==> src/rtl/pixel_norm_stream.sv <==
// pixel_norm_stream: per-channel pixel normalisation on an interleaved stream.
// Each raw unsigned sample is rescaled to Q.FRAC in [0,1], its channel mean is
// subtracted, and the result is multiplied by the channel inverse-std. The
// output is a rounded, saturated signed fixed-point value. The datapath is a
// two-stage valid/ready pipeline with a global stall enable.
module pixel_norm_stream #(
  parameter int IN_W  = 8,
  parameter int OUT_W = 16,
  parameter int FRAC  = 8,
  parameter int CH    = 3,
  localparam int CW   = (CH > 1) ? $clog2(CH) : 1
) (
  input  logic             clk,
  input  logic             rst_n,
  input  logic             s_valid,
  output logic             s_ready,
  input  logic [IN_W-1:0]  s_data,
  input  logic             s_sof,
  output logic             m_valid,
  input  logic             m_ready,
  output logic [OUT_W-1:0] m_data,
  output logic [CW-1:0]    m_ch,
  input  logic             cfg_we,
  input  logic [CW-1:0]    cfg_ch,
  input  logic [OUT_W-1:0] cfg_mean,
  input  logic [OUT_W-1:0] cfg_istd,
  output logic [15:0]      sat_count
);

  // Scale factor K = round(2^(FRAC+IN_W) / (2^IN_W - 1)), so that full-scale
  // input maps to exactly 1.0 in Q.FRAC.
  localparam logic [63:0] K_DEN = (64'd1 << IN_W) - 64'd1;
  localparam logic [63:0] K_NUM = 64'd1 << (FRAC + IN_W);
  localparam logic [63:0] K_R   = (64'd2 * K_NUM + K_DEN) / (64'd2 * K_DEN);

  // Datapath widths.
  localparam int KW  = FRAC + 2;        // K is slightly above 2^FRAC
  localparam int X_W = FRAC + 2;        // scaled sample, max 2^FRAC
  localparam int P_W = IN_W + KW + 1;   // s_data*K plus rounding term
  localparam int C_W = OUT_W + 2;       // centred value x - mean
  localparam int Y_W = 2 * OUT_W + 3;   // full-width product plus rounding

  localparam logic [P_W-1:0]        K_V     = K_R[P_W-1:0];
  localparam logic [P_W-1:0]        X_HALF  = P_W'(1) << (IN_W - 1);
  localparam logic signed [Y_W-1:0] Y_ROUND = Y_W'(1) << (FRAC - 1);
  localparam logic signed [Y_W-1:0] Y_MAX   = {{(Y_W-OUT_W+1){1'b0}}, {(OUT_W-1){1'b1}}};
  localparam logic signed [Y_W-1:0] Y_MIN   = {{(Y_W-OUT_W+1){1'b1}}, {(OUT_W-1){1'b0}}};
  localparam logic [OUT_W-1:0]      OUT_MAX = {1'b0, {(OUT_W-1){1'b1}}};
  localparam logic [OUT_W-1:0]      OUT_MIN = {1'b1, {(OUT_W-1){1'b0}}};
  localparam logic [OUT_W-1:0]      ISTD_ID = OUT_W'(1) << FRAC;

  // Coefficient tables, one entry per channel.
  logic [OUT_W-1:0] mean_r [CH];
  logic [OUT_W-1:0] istd_r [CH];

  // Handshake and channel tracking.
  logic          en;
  logic          accept;
  logic [CW-1:0] ch_cnt;
  logic [CW-1:0] ch_cur;
  logic [CW-1:0] ch_next;

  // Stage-1 (scale and centre) signals.
  logic [P_W-1:0]        xprod;
  logic [X_W-1:0]        x_new;
  logic [OUT_W-1:0]      mean_sel;
  logic [OUT_W-1:0]      istd_sel;
  logic signed [C_W-1:0] c_new;
  logic                  v1;
  logic [CW-1:0]         ch1;
  logic signed [C_W-1:0] c1;
  logic [OUT_W-1:0]      istd1;

  // Stage-2 (multiply, round, clamp) signals.
  logic signed [Y_W-1:0] c_ext;
  logic signed [Y_W-1:0] i_ext;
  logic signed [Y_W-1:0] prod;
  logic signed [Y_W-1:0] y;
  logic                  clamp_hi;
  logic                  clamp_lo;
  logic [OUT_W-1:0]      y_clamp;

  // Whole pipeline advances together; readiness never looks at s_valid.
  assign en      = !m_valid || m_ready;
  assign s_ready = en;
  assign accept  = s_valid && en;

  // Start of frame forces channel 0; otherwise continue the interleave.
  assign ch_cur  = s_sof ? '0 : ch_cnt;
  assign ch_next = (ch_cur == CW'(CH - 1)) ? '0 : ch_cur + CW'(1);

  // Coefficients for the incoming beat are read before any same-cycle write
  // lands, so a write only affects beats accepted after it.
  assign mean_sel = mean_r[ch_cur];
  assign istd_sel = istd_r[ch_cur];

  // Rescale the raw sample into Q.FRAC and subtract the channel mean.
  always_comb begin
    xprod = P_W'(s_data) * K_V + X_HALF;
    x_new = X_W'(xprod >> IN_W);
    c_new = $signed(C_W'(x_new)) - $signed({{2{mean_sel[OUT_W-1]}}, mean_sel});
  end

  // Multiply by inverse-std at full width, round, then clamp to OUT_W.
  always_comb begin
    c_ext    = $signed({{(Y_W-C_W){c1[C_W-1]}}, c1});
    i_ext    = $signed({{(Y_W-OUT_W){1'b0}}, istd1});
    prod     = c_ext * i_ext;
    y        = (prod + Y_ROUND) >>> FRAC;
    clamp_hi = (y > Y_MAX);
    clamp_lo = (y < Y_MIN);
    if (clamp_hi) begin
      y_clamp = OUT_MAX;
    end else if (clamp_lo) begin
      y_clamp = OUT_MIN;
    end else begin
      y_clamp = y[OUT_W-1:0];
    end
  end

  // Coefficient storage; out-of-range channel writes are dropped.
  always_ff @(posedge clk or negedge rst_n) begin
    if (!rst_n) begin
      for (int unsigned i = 0; i < unsigned'(CH); i++) begin
        mean_r[i] <= '0;
        istd_r[i] <= ISTD_ID;
      end
    end else if (cfg_we && (int'(cfg_ch) < CH)) begin
      mean_r[cfg_ch] <= cfg_mean;
      istd_r[cfg_ch] <= cfg_istd;
    end
  end

  // Stage 1 and the channel counter: capture accepted beats when enabled.
  always_ff @(posedge clk or negedge rst_n) begin
    if (!rst_n) begin
      v1     <= 1'b0;
      ch1    <= '0;
      c1     <= '0;
      istd1  <= '0;
      ch_cnt <= '0;
    end else if (en) begin
      v1 <= s_valid;
      if (accept) begin
        ch1    <= ch_cur;
        c1     <= c_new;
        istd1  <= istd_sel;
        ch_cnt <= ch_next;
      end
    end
  end

  // Stage 2: output register, held stable while downstream stalls.
  always_ff @(posedge clk or negedge rst_n) begin
    if (!rst_n) begin
      m_valid <= 1'b0;
      m_data  <= '0;
      m_ch    <= '0;
    end else if (en) begin
      m_valid <= v1;
      if (v1) begin
        m_data <= y_clamp;
        m_ch   <= ch1;
      end
    end
  end

  // Count clamp events as beats enter stage 2, sticking at all-ones.
  always_ff @(posedge clk or negedge rst_n) begin
    if (!rst_n) begin
      sat_count <= '0;
    end else if (en && v1 && (clamp_hi || clamp_lo) && (sat_count != '1)) begin
      sat_count <= sat_count + 16'd1;
    end
  end

endmodule

==> config.mk <==
export PLATFORM = sky130hd
export DESIGN_NAME = pixel_norm_stream
export DESIGN_NICKNAME = d
export VERILOG_FILES = /design/src/rtl/pixel_norm_stream.sv
export SDC_FILE = /design/constraint.sdc
export NUM_CORES = 1
export LEC_CHECK = 0
export ABC_AREA = 1
export BUFFER_PORTS_ARGS = -buffer_cell sky130_fd_sc_hd__buf_2
export CAP_MARGIN = 40
export CORE_MARGIN = 2
export CORE_UTILIZATION = 40
export DETAILED_ROUTE_END_ITERATION = 8
export PLACE_DENSITY = 0.58
export SYNTH_ARGS = -nofsm -noshare
export SYNTH_HDL_FRONTEND = slang
export SYNTH_SLANG_ARGS = --single-unit
export TNS_END_PERCENT = 20
==> constraint.sdc <==
create_clock -name clk -period 12.02 [get_ports clk]
set_input_delay 0 -clock clk [delete_from_list [all_inputs] [get_ports clk]]
set_output_delay 0 -clock clk [all_outputs]
set_load 0.01 [all_outputs]
==> results.md, run 1 <==
### Outcome
• finished, final reports clean — result of the run

### Floorplanning
• 0.04895 mm² — Core Area
• 226.6 µm — Die Y
• 81 — Cell Rows
• 0.05133 mm² — die footprint
• 40.48% — Starting Density
• 226.6 µm — overall die width
• 84 — I/O pin cnt

### Layout
• 6.573% — proportion of layout cells with a drive suffix above 1
• 5010 — count of fill cells added during filler insertion
• 3063 — Net count, final
• 10.13% — layout overhead on the synthesized area
• 3296 — count of placed standard cells in the final layout, fillers left out
• 0 — ANT cells

### Placement
• 3227 — Placed Cells incl. Taps
• 39350 µm — estimated wirelength of the detail-placed design
• 0.8777 — final weighted congestion in routability-driven placement
• 83 — Port-buffer cells

### STA
• 7.644 ns — minimum clock period
• 0 ns — setup total negative slack
• false — RSZ-0062 raised after global routing
• 0.1308 GHz — maximum operating frequency
• 39.61% — Slew headroom
• 0 — number of failing setup endpoints in the final timing report
• 63.59% — Final Cycle Share
• 0 — number of pins with negative max-slew slack in the final report
• 0 — number of hold violations in the final report
• 0.01759 ns — Clock Skews
• 0.9058 ns — slew at the pin closest to its max-slew limit

### Route
• 15.03 µm — DR WL/cell
• 0 — post-detailed-route count of antenna-violating nets
• 5 — number of optimization iterations in the first detailed-route pass
• 4.710 — Avg Vias per Cell
• 796 — Initial DRC Count
• 15520 — Vias
• 49540 µm — wire length after detailed routing
• 0 — DRC

### Worst setup path
• flop — Worst Setup End Kind
• 7.95 ns — data arrival time of the critical path
• m_data[9]$_DFFE_PN0P_ — capturing point of the worst reg2reg path
• 24 — worst-case reg-to-reg path depth
• flop — startpoint type of the worst setup path
• istd1[3]$_DFFE_PN0P_ — R2R Path Start
• 12.33 ns — WP data required
• reg2reg — path type of the worst setup path
• 4.38 ns — setup slack on the worst flop-to-flop path
• 18 — maximum fanout encountered on the critical timing path

### Yosys
• sky130_fd_sc_hd__fa_1 — top cell type by total area after synthesis
• 2570 — gate count after technology mapping
• 3014 — Synthesized Nets
• 7.710 µm² — average footprint of a synthesized cell
• 0.01982 mm² — cell area after synthesis
• 169 — synthesis-stage register bit count
• 28.59% — top-area cell type share of the netlist area
• 0 — Yosys warning count
• 44 — number of distinct library cell variants in the gate-level netlist after synthesis
• 21.36% — post-synthesis sequential area ratio
• sky130_fd_sc_hd__fa_1 (29%), sky130_fd_sc_hd__dfrtp_1 (21%), sky130_fd_sc_hd__inv_1 (13%) — Area contributors post-synth

### Clock network
• 17 — CTS Buf Count
• 0 — count of instances resized after the clock tree is built
• 0.47 ns — clk_lat worst skew
• 36 — number of buffers inserted by hold repair at cts
• 0.08 ns — clk slew on worst S/H paths
• sky130_fd_sc_hd__clkbuf_16 — root buf cell
• 169 — clock tree sinks
• 0 — setup repair bufs after CTS
• 2 — Bufs on Longest Clock Path
• 4 — number of levels in the clock H-tree
• built — CTS tree

### GRT
• 16540 — number of global-route vias before repair
• 0 — GRT overflow
• 0 — initial antenna violation count
• 77 — maximum number of pins on one net before global-route repair
• 21.03% — Total Routing Usage GR
• 84700 µm — global-route wire length before repair

### Flow run
• 0 — max cap viols

### Hold path
• ch1[1]$_DFFE_PN0P_ — hold path endpoint
• in2reg — class of the tightest hold or removal check
• s_sof — hold path start
• 4 — worst hold stages

[worst max-delay path: stages, from the launching register on]
cell and delay, ns:
sky130_fd_sc_hd__dfrtp_1 0.76, sky130_fd_sc_hd__nand2_1 0.24, sky130_fd_sc_hd__fa_1 0.75, sky130_fd_sc_hd__inv_1 0.16, sky130_fd_sc_hd__fa_1 0.96, sky130_fd_sc_hd__fa_1 0.52, sky130_fd_sc_hd__fa_1 0.47, sky130_fd_sc_hd__fa_1 0.54
sky130_fd_sc_hd__inv_1 0.05, sky130_fd_sc_hd__fa_1 0.52, sky130_fd_sc_hd__inv_1 0.04, sky130_fd_sc_hd__ha_1 0.37, sky130_fd_sc_hd__nand2_1 0.15, sky130_fd_sc_hd__nor2_1 0.29, sky130_fd_sc_hd__nand2_1 0.19, sky130_fd_sc_hd__nor2_1 0.12
sky130_fd_sc_hd__nand2_1 0.08, sky130_fd_sc_hd__nand2_1 0.07, sky130_fd_sc_hd__nand2_1 0.05, sky130_fd_sc_hd__nand2_1 0.10, sky130_fd_sc_hd__nand3_1 0.09, sky130_fd_sc_hd__nor2_1 0.09, sky130_fd_sc_hd__nand4_1 0.13, sky130_fd_sc_hd__a21oi_2 0.58
sky130_fd_sc_hd__a21oi_1 0.14
[cell families after synthesis]
family	Yosys count	synth area share, %
and+or+nand+nor	872	17.64
buffers and inverters	816	15.58
adders and majority gates	396	35.73
AOI/OAI and AO/OA	266	7.432
DFF	169	21.36
xor gates and xnor gates	51	2.254
[final cells by class]
type                       instances  area [µm²]  area share (%)
sequential                       169        4233           19.40
tap                              664       830.8           3.807
clock buffer                      19       442.9           2.030
inverter                         710        2665           12.21
clock inverter                    13       133.9          0.6135
multi-input combinational       1585       12520           57.39
timing repair buffer             136       993.5           4.552
[cells in the final DEF (no fill, tap or decap), types with 6 or more instances in the layout]
cell                              n
sky130_fd_sc_hd__fa_1           283
sky130_fd_sc_hd__inv_1          705
sky130_fd_sc_hd__nand3_2          6
sky130_fd_sc_hd__a21oi_1         92
sky130_fd_sc_hd__nand2_1        664
sky130_fd_sc_hd__ha_1           113
sky130_fd_sc_hd__buf_4           11
sky130_fd_sc_hd__clkbuf_16       17
sky130_fd_sc_hd__dlygate4sd3_1   36
sky130_fd_sc_hd__nand2_2          7
sky130_fd_sc_hd__nor3_1           9
sky130_fd_sc_hd__a31oi_1          9
sky130_fd_sc_hd__a22oi_1         13
sky130_fd_sc_hd__nor2_1         100
sky130_fd_sc_hd__o21ai_0        129
sky130_fd_sc_hd__a22o_1           8
sky130_fd_sc_hd__xor2_1          34
sky130_fd_sc_hd__dfrtp_1        166
sky130_fd_sc_hd__nand3_1         53
sky130_fd_sc_hd__nor2_2           9
sky130_fd_sc_hd__xnor2_1         17
sky130_fd_sc_hd__buf_2           82
[per-layer routing]
metal	GRT usage, %	vias to the layer above	wire length, µm
met5	0	-	0
met4	6.558	0	1273
met3	2.112	56	1660
met2	36.99	287	24520
met1	27.28	7602	22090
li1	-	7579	-
[synthesized netlist by cell type, drive strengths merged]
cell	instances
xor2	34
and3	2
nand2	674
a21oi	94
or2	1
a31oi	9
nor3	11
a41oi	1
and2	2
o21ai	129
nor4	3
ha	113
fa	283
nor3b	1
a22oi	13
nand3b	3
o21bai	3
nand4	5
a32o	4
nor2	111
a221oi	2
a21o	2
o31ai	1
clkbuf	98
inv	710
a22o	8
buf	8
nand3	59
dfstp	3
xnor2	17
dfrtp	166
[registers in the layout, indices dropped and copies added, names as in the netlist]
signal     cells
m_ch           2
ch_cnt         2
v1             1
mean_r        48
ch1            2
c1            17
m_data        16
m_valid        1
sat_count     16
istd_r        48
istd1         16
[worst max path at each step]
| stage | slack, ns | cells past startpoint | startpoint | to |
|---|---|---|---|---|
| floorplan | 5.19 | 30 | istd1[3]$_DFFE_PN0P_ | sat_count[0]$_DFFE_PN0P_ |
| global placement | 4.39 | 24 | istd1[2]$_DFFE_PN0P_ | m_data[3]$_DFFE_PN0P_ |
| detailed placement | 4.33 | 24 | istd1[2]$_DFFE_PN0P_ | m_data[2]$_DFFE_PN0P_ |
| CTS | 4.32 | 24 | istd1[2]$_DFFE_PN0P_ | m_data[9]$_DFFE_PN0P_ |
| global route | 3.72 | 24 | istd1[2]$_DFFE_PN0P_ | m_data[0]$_DFFE_PN0P_ |
| finish | 4.38 | 24 | istd1[3]$_DFFE_PN0P_ | m_data[9]$_DFFE_PN0P_ |
[stage by stage]
stage               utilization, %  worst slack (ns)  instance area (µm²)  hold WS (ns)
floorplan                        -             5.185                19820       -0.2956
global placement             42.40             4.393                20760        0.2035
detailed placement           42.64             4.335                20870      -0.09552
CTS                          44.55             4.320                21810       0.02435
global route                 44.58             3.723                21820        0.1002
finish                       44.58             4.376                21820       0.04441
Power of run 1 is not shown: default switching activity piles up to over one toggle a cycle in this logic, so the estimate is an artifact.
==> run 2, diff against run 1 <==
--- a/config.mk
+++ b/config.mk
@@ -5,7 +5,7 @@
 export SDC_FILE = /design/constraint.sdc
 export NUM_CORES = 1
 export LEC_CHECK = 0
-export ABC_AREA = 1
+export ABC_AREA = 0
 export BUFFER_PORTS_ARGS = -buffer_cell sky130_fd_sc_hd__buf_2
 export CAP_MARGIN = 40
 export CORE_MARGIN = 2
==> constraint.sdc (replaced) <==
create_clock -name clk -period 8 [get_ports clk]
set_input_delay 0 -clock clk [delete_from_list [all_inputs] [get_ports clk]]
set_output_delay 0 -clock clk [all_outputs]
set_load 0.01 [all_outputs]
==> run 2 against run 1 <==
Net effect: cell count fell by 17%; global-route usage is 0.87 points lower; clock-buffer cell count down 1; largest cell class unchanged.
==> results.md, run 2 <==
### Layout
• 0.004235 mm² — Register Area
• 45.08% — final core utilization
• 0.02148 mm² — Design Area, Final
• 13.72% — proportion of layout cells with a drive suffix above 1
• 0 — ANT cells
• 2560 — Net count, final
• 0.01318 mm² — multi-input gate area in the final layout
• sky130_fd_sc_hd__inv_1 (403), sky130_fd_sc_hd__fa_1 (279), sky130_fd_sc_hd__nand2_1 (193), sky130_fd_sc_hd__and2_1 (183), sky130_fd_sc_hd__dfrtp_1 (164) — top library cells by usage in the layout, fill and taps aside
• sky130_fd_sc_hd__inv_1 — most common cell after layout, fill and taps aside
• 4615 — count of fill cells added during filler insertion
• istd_r (48), mean_r (48), c1 (17) — largest registers
• 11.68% — layout overhead on the synthesized area

### Worst setup path
• adder cells — kind of cell adding the most delay to the critical path
• 14 — maximum fanout encountered on the critical timing path
• buf_4 > and2_1 > fa_1 > fa_2 > fa_2 > inv_1 > fa_1 > inv_1 > fa_1 > inv_1 > fa_1 > inv_1 > ha_1 > a21oi_1 > o21ai_0 > a2111oi_0 > mux2i_1 > nand2_1 > o21ai_4 > buf_4 > a2111oi_1 > xor2_1 — CP Cell Sequence
• flop — startpoint type of the worst setup path
• 7.98 ns — data arrival time of the critical path
• 6 — Buf+Inv Stages, Crit Path
• sky130_fd_sc_hd__a2111oi_0 — slowest cell on the critical path
• 0.71 ns — delay contributed by the slowest stage of the critical path
• 8.38 ns — WP data required
• flop — Worst Setup End Kind
• reg2reg — path type of the worst setup path

### GRT
• 15400 — number of global-route vias before repair
• 20.15% — Total Routing Usage GR
• 79230 µm — global-route wire length before repair
• 62 — maximum number of pins on one net before global-route repair
• 0 — GRT overflow
• 0 — initial antenna violation count

### Yosys
• 0 — number of flops mapped to enable cells by yosys
• 0.01923 mm² — cell area after synthesis
• 9.536 µm² — average footprint of a synthesized cell
• 29.46% — top-area cell type share of the netlist area
• 0 — Yosys warning count
• 22.01% — post-synthesis sequential area ratio
• sky130_fd_sc_hd__inv_1 — library cell with the highest instance count after synthesis
• sky130_fd_sc_hd__dfrtp_1 — most used flip-flop cell after synthesis
• sky130_fd_sc_hd__fa_1 (29%), sky130_fd_sc_hd__dfrtp_1 (22%), sky130_fd_sc_hd__inv_1 (7.9%) — Area contributors post-synth
• 169 — synthesis-stage register bit count
• 2461 — Synthesized Nets
• 2017 — gate count after technology mapping
• sky130_fd_sc_hd__fa_1 — top cell type by total area after synthesis
• 72 — number of distinct library cell variants in the gate-level netlist after synthesis
• 100.0% — proportion of register bits with asynchronous set or reset after synthesis
• sky130_fd_sc_hd__inv_1 (403), sky130_fd_sc_hd__fa_1 (283), sky130_fd_sc_hd__nand2_1 (194) — most frequent cells after synthesis

### Outcome
• finished, final reports clean — result of the run

### Placement
• 83 — Port-buffer cells
• 36220 µm — estimated wirelength of the detail-placed design
• 0.8994 — final weighted congestion in routability-driven placement
• 0.02046 mm² — placed instance area

### Route
• 5 — number of optimization iterations in the first detailed-route pass
• met4 — Top Layer Used
• 0 — DRC
• 5.145 — Avg Vias per Cell
• 23540 µm — Met2 Routed Length
• 19540 µm — total routed wire length on the met1 layer
• 1596 µm — wire length on met3
• 16.93 µm — DR WL/cell
• 14120 — Vias
• 46440 µm — wire length after detailed routing
• 0 — post-detailed-route count of antenna-violating nets
• 725 — Initial DRC Count

### Flow run
• 0 — max cap viols

### STA
• 7.596 ns — minimum clock period
• 0 — number of hold violations in the final report
• 0.01405 ns — Clock Skews
• 0 — number of failing setup endpoints in the final timing report
• 94.95% — Final Cycle Share
• false — RSZ-0062 raised after global routing
• 0 — number of pins with negative max-slew slack in the final report
• 0 ns — setup total negative slack
• 0.1317 GHz — maximum operating frequency
• 50.02% — Slew headroom
• 0.7496 ns — slew at the pin closest to its max-slew limit

### Floorplanning
• 80 — Cell Rows
• 84 — I/O pin cnt
• 223.3 µm — overall die width
• 0.04985 mm² — die footprint
• 0.04765 mm² — Core Area
• 40.37% — Starting Density
• 223.3 µm — Die Y

### Hold path
• in2async — class of the tightest hold or removal check

### Clock network
• 2 — Bufs on Longest Clock Path
• sky130_fd_sc_hd__clkbuf_16 — root buf cell
• built — CTS tree
• 0.47 ns — clk_lat worst skew
• 0.07 ns — clk slew on worst S/H paths
• 169 — clock tree sinks
• 4 — number of levels in the clock H-tree
• 17 — CTS Buf Count

==> run 2: layer usage <==
metal	vias up	GRT usage, %
li1	6507	-
met1	7215	25.22
met2	299	35.30
met3	97	2.371
met4	0	8.602
met5	-	0
==> run 2: cells by family (layout without fill, tap and decap cells) <==
group                    after synthesis  after routing  share of synthesized area (%)
AND/OR/NAND/NOR                      557            557                          14.55
buffers and inverters                487            599                          9.615
adder cells (fa/ha/maj)              396            396                          36.81
AO/OA/AOI/OAI                        254            254                          8.698
flip-flops                           169            169                          22.01
multiplexers                         100            100                          5.868
XOR/XNOR                              54             54                          2.459
==> run 2: path summary, 6_finish.rpt <==
kind                               startpoint                        to  slack, ns  depth (start not counted)
min in group clk                      s_valid     ch_cnt[0]$_DFFE_PN0P_       0.07                          4
max                        c1[16]$_DFFE_PN0P_  sat_count[5]$_DFFE_PN0P_       0.40                         22
max in group asynchronous               rst_n    istd_r[24]$_DFFE_PN1P_       6.74                          5
max reg2reg                c1[16]$_DFFE_PN0P_  sat_count[5]$_DFFE_PN0P_       0.40                         22
min                                     rst_n     mean_r[8]$_DFFE_PN0P_       0.03                          2
min reg2reg                    v1$_DFFE_PN0N_       m_valid$_DFFE_PN0N_       0.46                          2
==> run 2: worst reg2reg max path, delay by kind of cell (launching register included) <==
kind / cells / cell delay (ns)
adders and majority gates: 7 / 3.82
AOI/OAI and AO/OA: 5 / 1.79
buffers and inverters: 6 / 0.68
DFF: 1 / 0.48
and+or+nand+nor: 2 / 0.41
xor gates and xnor gates: 1 / 0.18
muxes: 1 / 0.17
==> run 2: repair_timing <==
item / 4_1_cts / 5_1_grt
hold endpoints to repair: 202 / 0
setup buffers: 0 / 5
hold buffers: 34 / 0
endpoints found under the setup margin: 0 / 31
resized for setup: 0 / 7
==> run 2: final cells by class <==
class,instances,share of cell area [%]
clock buffers,18,2.045
multi-input cells,1361,61.34
repair buffers,164,5.435
inverters,403,7.043
well taps,615,3.582
clock inverters,14,0.8388
flip-flops and latches,169,19.72
==> run 2: metrics by stage <==
stage	worst slack, ns	hold slack (ns)	std cells
3_5_place_dp	0.1445	-0.03334	2673
5_1_grt	0.01134	0.05634	2744
2_1_floorplan	0.6327	-0.2956	2017
3_3_place_gp	0.3444	0.1978	2670
4_1_cts	0.08789	0.03249	2739
6_report	0.4042	0.02976	2744
Power of run 2 is left out for the same reason.
